[src/rtl/jesd_pkg.sv]
// Shared JESD204B link-layer constants: control characters, lane states, ILAS layout.
package jesd_pkg;

  localparam logic [7:0] K28_0 = 8'h1C;
  localparam logic [7:0] K28_3 = 8'h7C;
  localparam logic [7:0] K28_4 = 8'h9C;
  localparam logic [7:0] K28_5 = 8'hBC;
  localparam logic [7:0] K28_7 = 8'hFC;

  localparam int unsigned ILAS_CFG_OCTETS = 14;
  localparam int unsigned ILAS_MF         = 4;

  localparam logic [1:0] ST_CGS       = 2'd0;
  localparam logic [1:0] ST_ILAS_WAIT = 2'd1;
  localparam logic [1:0] ST_ILAS      = 2'd2;
  localparam logic [1:0] ST_DATA      = 2'd3;

  typedef enum logic [1:0] {
    S_CGS       = ST_CGS,
    S_ILAS_WAIT = ST_ILAS_WAIT,
    S_ILAS      = ST_ILAS,
    S_DATA      = ST_DATA
  } lane_state_e;

  // Octet idx of the packed link-config word, octet j at bits [8j+7:8j].
  function automatic logic [7:0] cfg_octet(input logic [8*ILAS_CFG_OCTETS-1:0] cfg,
                                           input logic [3:0] idx);
    return cfg[{idx, 3'b000} +: 8];
  endfunction

endpackage

[src/rtl/jesd_tx_lane_ctrl_if.sv]
// Character-stream and control bundle between the TX lane controller and its environment.
interface jesd_tx_lane_ctrl_if;
  import jesd_pkg::*;

  logic                           i_sync_n;
  logic [7:0]                     i_data;
  logic                           i_data_k;
  logic [8*ILAS_CFG_OCTETS-1:0]   i_ilas_cfg;
  logic                           o_data_ready;
  logic [7:0]                     o_char;
  logic                           o_k;
  logic                           o_rd_en;
  logic                           o_lmfc;
  logic [1:0]                     o_state;
  logic                           o_sync_err;

  // master: the lane controller; slave: user data source and SYNC~ side
  modport master (
    input  i_sync_n, i_data, i_data_k, i_ilas_cfg,
    output o_data_ready, o_char, o_k, o_rd_en, o_lmfc, o_state, o_sync_err
  );

  modport slave (
    output i_sync_n, i_data, i_data_k, i_ilas_cfg,
    input  o_data_ready, o_char, o_k, o_rd_en, o_lmfc, o_state, o_sync_err
  );

endinterface

[src/rtl/jesd_lmfc_counter.sv]
// Free-running LMFC octet counter with a registered LMFC pulse and a wrap flag.
module jesd_lmfc_counter #(
  parameter int unsigned FK = 64,
  parameter int unsigned W  = $clog2(FK)
) (
  input  logic         clk,
  input  logic         rst,
  output logic [W-1:0] cnt_o,
  output logic         lmfc_o,
  output logic         wrap_o
);

  logic [W-1:0] cnt_q, cnt_d;
  logic         lmfc_q, lmfc_d;

  assign wrap_o = (cnt_q == W'(FK - 1));
  assign cnt_d  = wrap_o ? '0 : cnt_q + 1'b1;
  assign lmfc_d = (cnt_q == '0);

  always_ff @(posedge clk or posedge rst) begin
    if (rst) begin
      cnt_q  <= '0;
      lmfc_q <= 1'b0;
    end else begin
      cnt_q  <= cnt_d;
      lmfc_q <= lmfc_d;
    end
  end

  assign cnt_o  = cnt_q;
  assign lmfc_o = lmfc_q;

endmodule

[src/rtl/jesd_tx_lane_ctrl.sv]
// JESD204B TX lane link layer: CGS, ILAS and DATA sequencing of the encoder character stream.
//   state     | meaning
//   CGS       | K28.5 until SYNC~ deasserts
//   ILAS_WAIT | K28.5, waiting for the LMFC boundary
//   ILAS      | four alignment multiframes
//   DATA      | user octets, SYNC~ low-run monitored
module jesd_tx_lane_ctrl
  import jesd_pkg::*;
#(
  parameter int unsigned F        = 2,
  parameter int unsigned K        = 32,
  parameter int unsigned SYNC_LEN = 4
) (
  input  logic                clk,
  input  logic                rst,
  jesd_tx_lane_ctrl_if.master lane
);

  localparam int unsigned FK     = F * K;
  localparam int unsigned LMFC_W = $clog2(FK);
  localparam int unsigned RUN_W  = (SYNC_LEN > 1) ? $clog2(SYNC_LEN) : 1;

  if (FK < 17 || FK > 256 || F < 1 || F > 16 || SYNC_LEN < 1) begin : g_param_err
    $error("jesd_tx_lane_ctrl: illegal parameters F=%0d K=%0d F*K=%0d SYNC_LEN=%0d",
           F, K, FK, SYNC_LEN);
  end

  lane_state_e       state_q, state_d;
  logic [1:0]        mf_q, mf_d;
  logic [RUN_W-1:0]  run_q, run_d;
  logic [7:0]        char_q, char_d;
  logic              k_q, k_d;
  logic              err_q, err_d;
  logic              rd_en_q;
  logic [LMFC_W-1:0] lmfc_cnt;
  logic              lmfc_wrap;
  logic              lmfc_pulse;

  jesd_lmfc_counter #(
    .FK (FK),
    .W  (LMFC_W)
  ) u_lmfc (
    .clk    (clk),
    .rst    (rst),
    .cnt_o  (lmfc_cnt),
    .lmfc_o (lmfc_pulse),
    .wrap_o (lmfc_wrap)
  );

  always_ff @(posedge clk or posedge rst) begin
    if (rst) begin
      state_q <= S_CGS;
      mf_q    <= '0;
      run_q   <= '0;
    end else begin
      state_q <= state_d;
      mf_q    <= mf_d;
      run_q   <= run_d;
    end
  end

  // Loss of SYNC~ always wins over the multiframe advance.
  always_comb begin
    state_d = state_q;
    mf_d    = mf_q;
    run_d   = '0;
    case (state_q)
      S_CGS: begin
        if (lane.i_sync_n) state_d = S_ILAS_WAIT;
      end
      S_ILAS_WAIT: begin
        if (!lane.i_sync_n) begin
          state_d = S_CGS;
        end else if (lmfc_wrap) begin
          state_d = S_ILAS;
          mf_d    = '0;
        end
      end
      S_ILAS: begin
        if (!lane.i_sync_n) begin
          state_d = S_CGS;
          mf_d    = '0;
        end else if (lmfc_wrap) begin
          mf_d = mf_q + 2'd1;
          if (mf_q == 2'(ILAS_MF - 1)) state_d = S_DATA;
        end
      end
      S_DATA: begin
        if (!lane.i_sync_n) begin
          if (run_q == RUN_W'(SYNC_LEN - 1)) state_d = S_CGS;
          else                               run_d   = run_q + 1'b1;
        end
      end
      default: state_d = S_CGS;
    endcase
  end

  always_comb begin
    char_d = K28_5;
    k_d    = 1'b1;
    err_d  = 1'b0;
    case (state_q)
      S_ILAS: begin
        char_d = 8'(lmfc_cnt);
        k_d    = 1'b0;
        if (lmfc_cnt == '0) begin
          char_d = K28_0;
          k_d    = 1'b1;
        end else if (lmfc_wrap) begin
          char_d = K28_3;
          k_d    = 1'b1;
        end else if (mf_q == 2'd1 && lmfc_cnt == LMFC_W'(1)) begin
          char_d = K28_4;
          k_d    = 1'b1;
        end else if (mf_q == 2'd1 && lmfc_cnt <= LMFC_W'(ILAS_CFG_OCTETS + 1)) begin
          char_d = cfg_octet(lane.i_ilas_cfg, 4'(lmfc_cnt - LMFC_W'(2)));
        end
      end
      S_DATA: begin
        char_d = lane.i_data;
        k_d    = lane.i_data_k;
        err_d  = lane.i_sync_n && (run_q != '0);
      end
      default: ;
    endcase
  end

  always_ff @(posedge clk or posedge rst) begin
    if (rst) begin
      char_q  <= K28_5;
      k_q     <= 1'b1;
      err_q   <= 1'b0;
      rd_en_q <= 1'b0;
    end else begin
      char_q  <= char_d;
      k_q     <= k_d;
      err_q   <= err_d;
      rd_en_q <= 1'b1;
    end
  end

  assign lane.o_char       = char_q;
  assign lane.o_k          = k_q;
  assign lane.o_sync_err   = err_q;
  assign lane.o_rd_en      = rd_en_q;
  assign lane.o_lmfc       = lmfc_pulse;
  assign lane.o_state      = state_q;
  assign lane.o_data_ready = (state_q == S_DATA);

endmodule

[src/flat_wrapper.sv]
// flat-port wrapper written by rule: the top's interface ports become plain ports
module jesd_tx_lane_ctrl_flat import jesd_pkg::*;
#(
  parameter int unsigned F        = 2,
  parameter int unsigned K        = 32,
  parameter int unsigned SYNC_LEN = 4
)
  (clk, rst, lane_i_sync_n, lane_i_data, lane_i_data_k, lane_i_ilas_cfg, lane_o_data_ready, lane_o_char, lane_o_k, lane_o_rd_en, lane_o_lmfc, lane_o_state, lane_o_sync_err);
  jesd_tx_lane_ctrl_if lane_i ();
  input  logic clk;
  input  logic rst;
  input wire logic [$bits(lane_i.i_sync_n)-1:0] lane_i_sync_n;
  input wire logic [$bits(lane_i.i_data)-1:0] lane_i_data;
  input wire logic [$bits(lane_i.i_data_k)-1:0] lane_i_data_k;
  input wire logic [$bits(lane_i.i_ilas_cfg)-1:0] lane_i_ilas_cfg;
  output wire logic [$bits(lane_i.o_data_ready)-1:0] lane_o_data_ready;
  output wire logic [$bits(lane_i.o_char)-1:0] lane_o_char;
  output wire logic [$bits(lane_i.o_k)-1:0] lane_o_k;
  output wire logic [$bits(lane_i.o_rd_en)-1:0] lane_o_rd_en;
  output wire logic [$bits(lane_i.o_lmfc)-1:0] lane_o_lmfc;
  output wire logic [$bits(lane_i.o_state)-1:0] lane_o_state;
  output wire logic [$bits(lane_i.o_sync_err)-1:0] lane_o_sync_err;
  assign lane_i.i_sync_n = lane_i_sync_n;
  assign lane_i.i_data = lane_i_data;
  assign lane_i.i_data_k = lane_i_data_k;
  assign lane_i.i_ilas_cfg = lane_i_ilas_cfg;
  assign lane_o_data_ready = lane_i.o_data_ready;
  assign lane_o_char = lane_i.o_char;
  assign lane_o_k = lane_i.o_k;
  assign lane_o_rd_en = lane_i.o_rd_en;
  assign lane_o_lmfc = lane_i.o_lmfc;
  assign lane_o_state = lane_i.o_state;
  assign lane_o_sync_err = lane_i.o_sync_err;
  jesd_tx_lane_ctrl #(.F(F), .K(K), .SYNC_LEN(SYNC_LEN)) u_core (.clk(clk), .rst(rst), .lane(lane_i));
endmodule
[config.mk]
export PLATFORM = sky130hd
export DESIGN_NAME = jesd_tx_lane_ctrl_flat
export DESIGN_NICKNAME = d
export VERILOG_FILES = /design/src/rtl/jesd_pkg.sv /design/src/rtl/jesd_tx_lane_ctrl_if.sv /design/src/rtl/jesd_lmfc_counter.sv /design/src/rtl/jesd_tx_lane_ctrl.sv /design/src/flat_wrapper.sv
export SDC_FILE = /design/constraint.sdc
export NUM_CORES = 1
export LEC_CHECK = 0
export ABC_AREA = 1
export CAP_MARGIN = 30
export CORE_ASPECT_RATIO = 0.7
export CORE_MARGIN = 1.5
export CORE_UTILIZATION = 67
export DETAILED_ROUTE_END_ITERATION = 10
export DONT_BUFFER_PORTS = 1
export GPL_TIMING_DRIVEN = 1
export PLACE_DENSITY_LB_ADDON = 0.3
export SYNTH_ARGS = -nofsm -noshare
export SYNTH_HDL_FRONTEND = slang
export SYNTH_SLANG_ARGS = --single-unit
[constraint.sdc]
create_clock -name clk -period 4.2 [get_ports clk]
set_input_delay 0.84 -clock clk [delete_from_list [all_inputs] [get_ports clk]]
set_output_delay 0.84 -clock clk [all_outputs]
set_load 0.02 [all_outputs]
Yosys cells after proc, flatten, opt, wreduce, memory -nomap -nowiden
Cells that the tools add are included.

Bits in registers: 24. Input bits: 124. Output and inout bits: 15. Word-level logic and storage cells: 68.

Add/subtract/negate cells: 4. $lt $le $gt $ge: 1. Equality and inequality tests: 16. Shift-type cells: 1. Mux-type cells: 28. Reductions and logical operators: 9.

Operators with widths (number): $shiftx 112x8->8 (1); $mux 8 (4); $mux 2 (15); $pmux 8 s2 (1); $eq 2x2->1 const B (4); $ne 2x2->1 const B (4); $pmux 2 s4 (1); $add 6x1->6 const B (1); $eq 6x1->1 const B (1); $eq 6x6->1 const B (1); $le 6x4->1 const B (1); $logic_not 6->1 (1); $mux 6 (1); $ne 3x3->1 const B (2); $reduce_and 6->1 (1); $add 2x1->2 const B (2); $eq 2x1->1 const B (2); $mux 1 (4); $pmux 2 s2 (1); $reduce_and 4->1 (1); $reduce_bool 2->1 (2); $sub 4x2->4 const B (1); $logic_and 1x1->1 (3); $ne 3x2->1 const B (1); 3 further kinds (3).

Logic depth before layout (Yosys ltp)
Word-level depth: 7. Mapped depth: 13. Depth with buffers taken out: 11.

Hierarchy
Synthesis repeated with hierarchy kept, for this count alone.

Cells, all modules: 345. Area, all modules: 2368.5 µm².

Modules (own cells, without submodules): jesd_tx_lane_ctrl (times used 1, cells an instance 309, area an instance 2040.7 µm², sequential area each 432.9 µm²); jesd_lmfc_counter (times used 1, cells an instance 36, area an instance 327.8 µm², sequential area each 175.2 µm²).

Worst setup path before layout
OpenSTA, ideal clock, no wires.

Path kind: reg2reg. Start: reg u_core.u_lmfc.cnt_q[1], in the netlist u_core.u_lmfc.cnt_o[1]. End: reg u_core.char_q[5], in the netlist u_core.lane.o_char[5]. Setup time: 0.073 ns. Data arrival time: 1.828 ns. Required time: 4.127 ns. Slack: 2.299 ns. Cell stages (with the launch flop): 14. Buffers on the path: 2. Clock period less this slack: 1.901 ns. Path through: dfrtp_1 -> inv_2 -> buf_2 -> ha_1 -> buf_4 -> nor2_2 -> nand3_1 -> nand2_1 -> inv_1 -> nand2_1 -> nand3_1 -> nand2_1 -> nand3_1 -> a21oi_1.

Word-level cells in the longest chain between the ends: 7. Elaborated cells between the ends (all ways): 13. Those cells by class: add/sub (1); order compare (1); eq/ne (2); shift (1); mux (5); reduce/logical (3).

RTL lines: from (decl) (RTL line jesd_lmfc_counter.sv:13) `logic [W-1:0] cnt_q, cnt_d;`; from (signal assigned) (RTL line jesd_lmfc_counter.sv:25) `cnt_q <= cnt_d;`; $sub 4x2->4 or $le 6x4->1 (tied branches) (RTL line jesd_tx_lane_ctrl.sv:116, jesd_tx_lane_ctrl.sv:115); $shiftx 112x8->8 or $logic_and 1x1->1 (tied branches) (RTL line jesd_pkg.sv:28, jesd_tx_lane_ctrl.sv:115); $mux 8 (RTL line jesd_tx_lane_ctrl.sv:115) `end else if (mf_q == 2'd1 && lmfc_cnt <= LMFC_W'(ILAS_CFG_OCTETS + 1)) begin`; $mux 8 (RTL line jesd_tx_lane_ctrl.sv:112) `end else if (mf_q == 2'd1 && lmfc_cnt == LMFC_W'(1)) begin`; $mux 8 (RTL line jesd_tx_lane_ctrl.sv:109) `end else if (lmfc_wrap) begin`; $mux 8 (*) (RTL line jesd_tx_lane_ctrl.sv:106) `if (lmfc_cnt == '0) begin`; $pmux 8 s2 (*) (RTL line jesd_tx_lane_ctrl.sv:102) `case (state_q)`; via u_core.char_d[5] (RTL line jesd_tx_lane_ctrl.sv:31) `logic [7:0] char_q, char_d;`; to (signal assigned) (RTL line jesd_tx_lane_ctrl.sv:135) `char_q <= char_d;`; to (decl) (RTL line jesd_tx_lane_ctrl.sv:31).

Mark *: on every way through the listed nets, which the timed path passes. The rest lies on a longest branch. A chain may end at the register's enable or synchronous reset.

Worst setup path after layout
Ends and elaborated chain as after synthesis.

==> results.md <==
* Sequential share of the synthesized area at 26.41%
* Setup_tns at 0 ns
* Final #Nets at 475
* Post-CTS Setup Bufs at 0
* Num CTS Buffers at 3
* Tcrit/Tclk final at 68.11%
* Hold_ws at 0.4869 ns
* Crit path max fanout at 34
* Final GP Congestion at 0.9098
* FF+latch area at 609.3 um^2
* Setup crit end kind: flip-flop
* TritonCTS clock tree: built
* Synth cell count leaders: nand2_1, nor2_1, nand3_1
* Final WL at 6237 um
* Die Y at 52.05 um
* Max_cap viols at 0
* Via Count at 2389
* F_max at 349.6 MHz
* Worst Tran Pin Value at 0.9115 ns
* Kind of critical path: flip-flop to flip-flop
* Area grow syn2layout at 0.3263%
* Leading register cell type out of synthesis: dfrtp_1
* Synth unique cells at 31
* R2r startpoint: u_core.u_lmfc.cnt_o[1]
* Worst Slack Setup Final at 1.339 ns
* DRT iter0 DRCs at 168
* Arrival @ worst endpoint at 3.07 ns
* Final hold vios at 0
* I/O Pins at 139
* Hold WC Path Type: flip-flop to flip-flop
* Vias in the first global route at 2032
* Outcome: finished, final reports clean
* WL/cell at 16.07 um
* Worst-Skew Late Latency at 0.27 ns
* Flop2flop setup slack at 1.34 ns
* Site Rows at 17
* Largest net degree at the start of global routing at 61
* Crit path time final at 2.861 ns
* Synth Register Bits at 24
* Area leader, netlist: dfrtp_1
* Setup crit start kind: flip-flop
* Synth top area share at 19.57%
* Core Area at 3212 um^2
* Setup violators final at 0
* Die ar. at 3802 um^2
* Worst R2R End: u_core.lane.o_char[5]
* Placed insts at 384
* Routed vias/inst at 6.157
* Crit path capture: u_core.lane.o_char[5]
* CTS Buffer Depth at 2
* Initial antenna violation count at 0
* Port bufs at 0
* Rel. slew slack at 39.16%
* Initial Util at 71.68%
* Avg Inst Size Synth at 6.485 um^2
* DRT Pass-1 Iters at 5
* Post-synth EDFFs at 0
* Pwr per Cell Area at 343.0 nW/um^2
* Synth Cell Area at 2302 um^2
* Clock slew at reported path FFs at 0.09 ns
* YS warnings at 0
* CTS Root Cell: clkbuf_8
* Antenna diodes at 0
* Layout Cells excl Fill at 388
* Post-route DRC at 0
* DP HPWL at 4747 um
* Async S/R FF share, synth at 100.0%
* Final Max Tran Viols at 0
* Area of the multi-input gates at 1443 um^2
* First-pass GRT wire length at 9321 um
* Layout filler cell count at 281
* Post-DP Area at 2238 um^2
* Gate count of the mapped netlist at 355
* Share of post-route cells with drive strength above 1 at 9.091%
* CTS HTree Levels at 1
* CTS Hold Bufs at 0
* DRT antenna net count at 0
* RSZ-0062 raised after global routing: no
* Hold path cells at 1
* Worst R2R Path Depth at 12
* P_leak at 0.9927 nW
* Die W at 73.06 um
* CTS resizes at 0
* Worst path required time at 4.41 ns
* Synth area leaders: dfrtp_1, nand2_1, nor2_1
* Crit path from: u_core.u_lmfc.cnt_o[1]
* Placement Setup Slack at 1.407 ns
* Clock skew at 0.007766 ns
* Most numerous cell in the Yosys netlist: nand2_1
* Final Cell Area at 2310 um^2
* Total track usage at 32.24%
* Post-synth net total at 488
* CTS sink count at 24
* Grt ovf at 0
* Peak supply drop at 0.0002312 V
[cell type report]
class	instances	area share, %
clock buffers	3	1.788
clock inverters	1	1.300
inverters	30	4.875
multi-input cells	281	62.46
flip-flops and latches	24	26.38
well taps	47	2.546
repair buffers	2	0.6501
[critical path, cell delays in order, from the launching register on]
cell and delay, ns:
dfrtp_1 0.33, buf_4 0.29, inv_2 0.24, ha_1 0.28, xnor2_1 0.68, clkinv_1 0.40
nand2_1 0.13, inv_1 0.04, nand2_1 0.05, nand3_1 0.07, nand2_1 0.07, nand3_1 0.07
a21oi_1 0.13
[where the power goes]
part	switching, W	total [W]	internal [W]
clock network	0.0000765	0.000204	0.000128
logic	0.000139	0.000216	0.0000773
registers	0.0000801	0.000372	0.000292
total	0.000296	0.000792	0.000497
[through the flow]
step	total power, W	utilization, %
detailed placement	0.0005882	69.69
floorplan	0.0005424	-
CTS	0.0007924	71.91
global placement	0.0005833	69.69
global route	0.0008357	71.91
finish	0.0007923	71.91
[flip-flops by register name, summed over array words and instances (netlist names)]
| signal | cells |
|---|---|
| u_core.u_lmfc.cnt_o | 6 |
| u_core.lane.o_rd_en | 1 |
| u_core.lane.o_sync_err | 1 |
| u_core.lane.o_char | 8 |
| u_core.run_q | 2 |
| u_core.u_lmfc.lmfc_o | 1 |
| u_core.mf_q | 2 |
| u_core.lane.o_state | 2 |
| u_core.lane.o_k | 1 |
[how the worst min path moves through the flow]
stage	startpoint	to
after floorplan	u_core.run_q[0]	u_core.run_q[0]
after global placement	u_core.run_q[0]	u_core.run_q[0]
after detailed placement	u_core.run_q[0]	u_core.run_q[0]
after CTS	u_core.run_q[0]	u_core.run_q[0]
after global routing	u_core.run_q[0]	u_core.run_q[0]
final	u_core.run_q[0]	u_core.run_q[0]
[per-layer routing]
metal,GRT usage (%),share of wire [%],up-vias
li1,-,-,1161
met5,0,0,-
met3,7.171,9.0,17
met2,52.42,47,117
met4,7.862,2.1,0
met1,43.67,42,1094
[placed cells by master, fill, tap and decap left out, types with 2 or more instances in the layout]
| cell type | Yosys | routed |
|---|---|---|
| nor2_2 | 3 | 3 |
| o31ai_1 | 2 | 2 |
| clkbuf_8 | 0 | 3 |
| inv_2 | 7 | 7 |
| o21ai_1 | 27 | 27 |
| dfstp_2 | 6 | 6 |
| a21oi_2 | 2 | 2 |
| nand2_2 | 2 | 2 |
| o21a_1 | 7 | 7 |
| nand2_1 | 64 | 64 |
| nand3_1 | 32 | 32 |
| nor2_1 | 58 | 58 |
| ha_1 | 9 | 9 |
| o211ai_1 | 5 | 5 |
| buf_4 | 4 | 2 |
| nand3_2 | 2 | 2 |
| dfrtp_1 | 18 | 17 |
| o22ai_1 | 15 | 15 |
| nor3_1 | 3 | 3 |
| a21oi_1 | 14 | 14 |
| inv_1 | 22 | 22 |
| o21ai_0 | 29 | 29 |
| xor2_1 | 2 | 2 |
[cell families after synthesis]
family	Yosys count	synth area share (%)
flip-flops	24	26.41
AO/OA/AOI/OAI	103	26.03
XOR/XNOR	3	1.142
other	1	0.1629
AND/OR/NAND/NOR	165	30.43
adder cells (fa/ha/maj)	9	4.891
buffers and inverters	50	10.92
No activity file was read; power rests on OpenSTA's default activity.
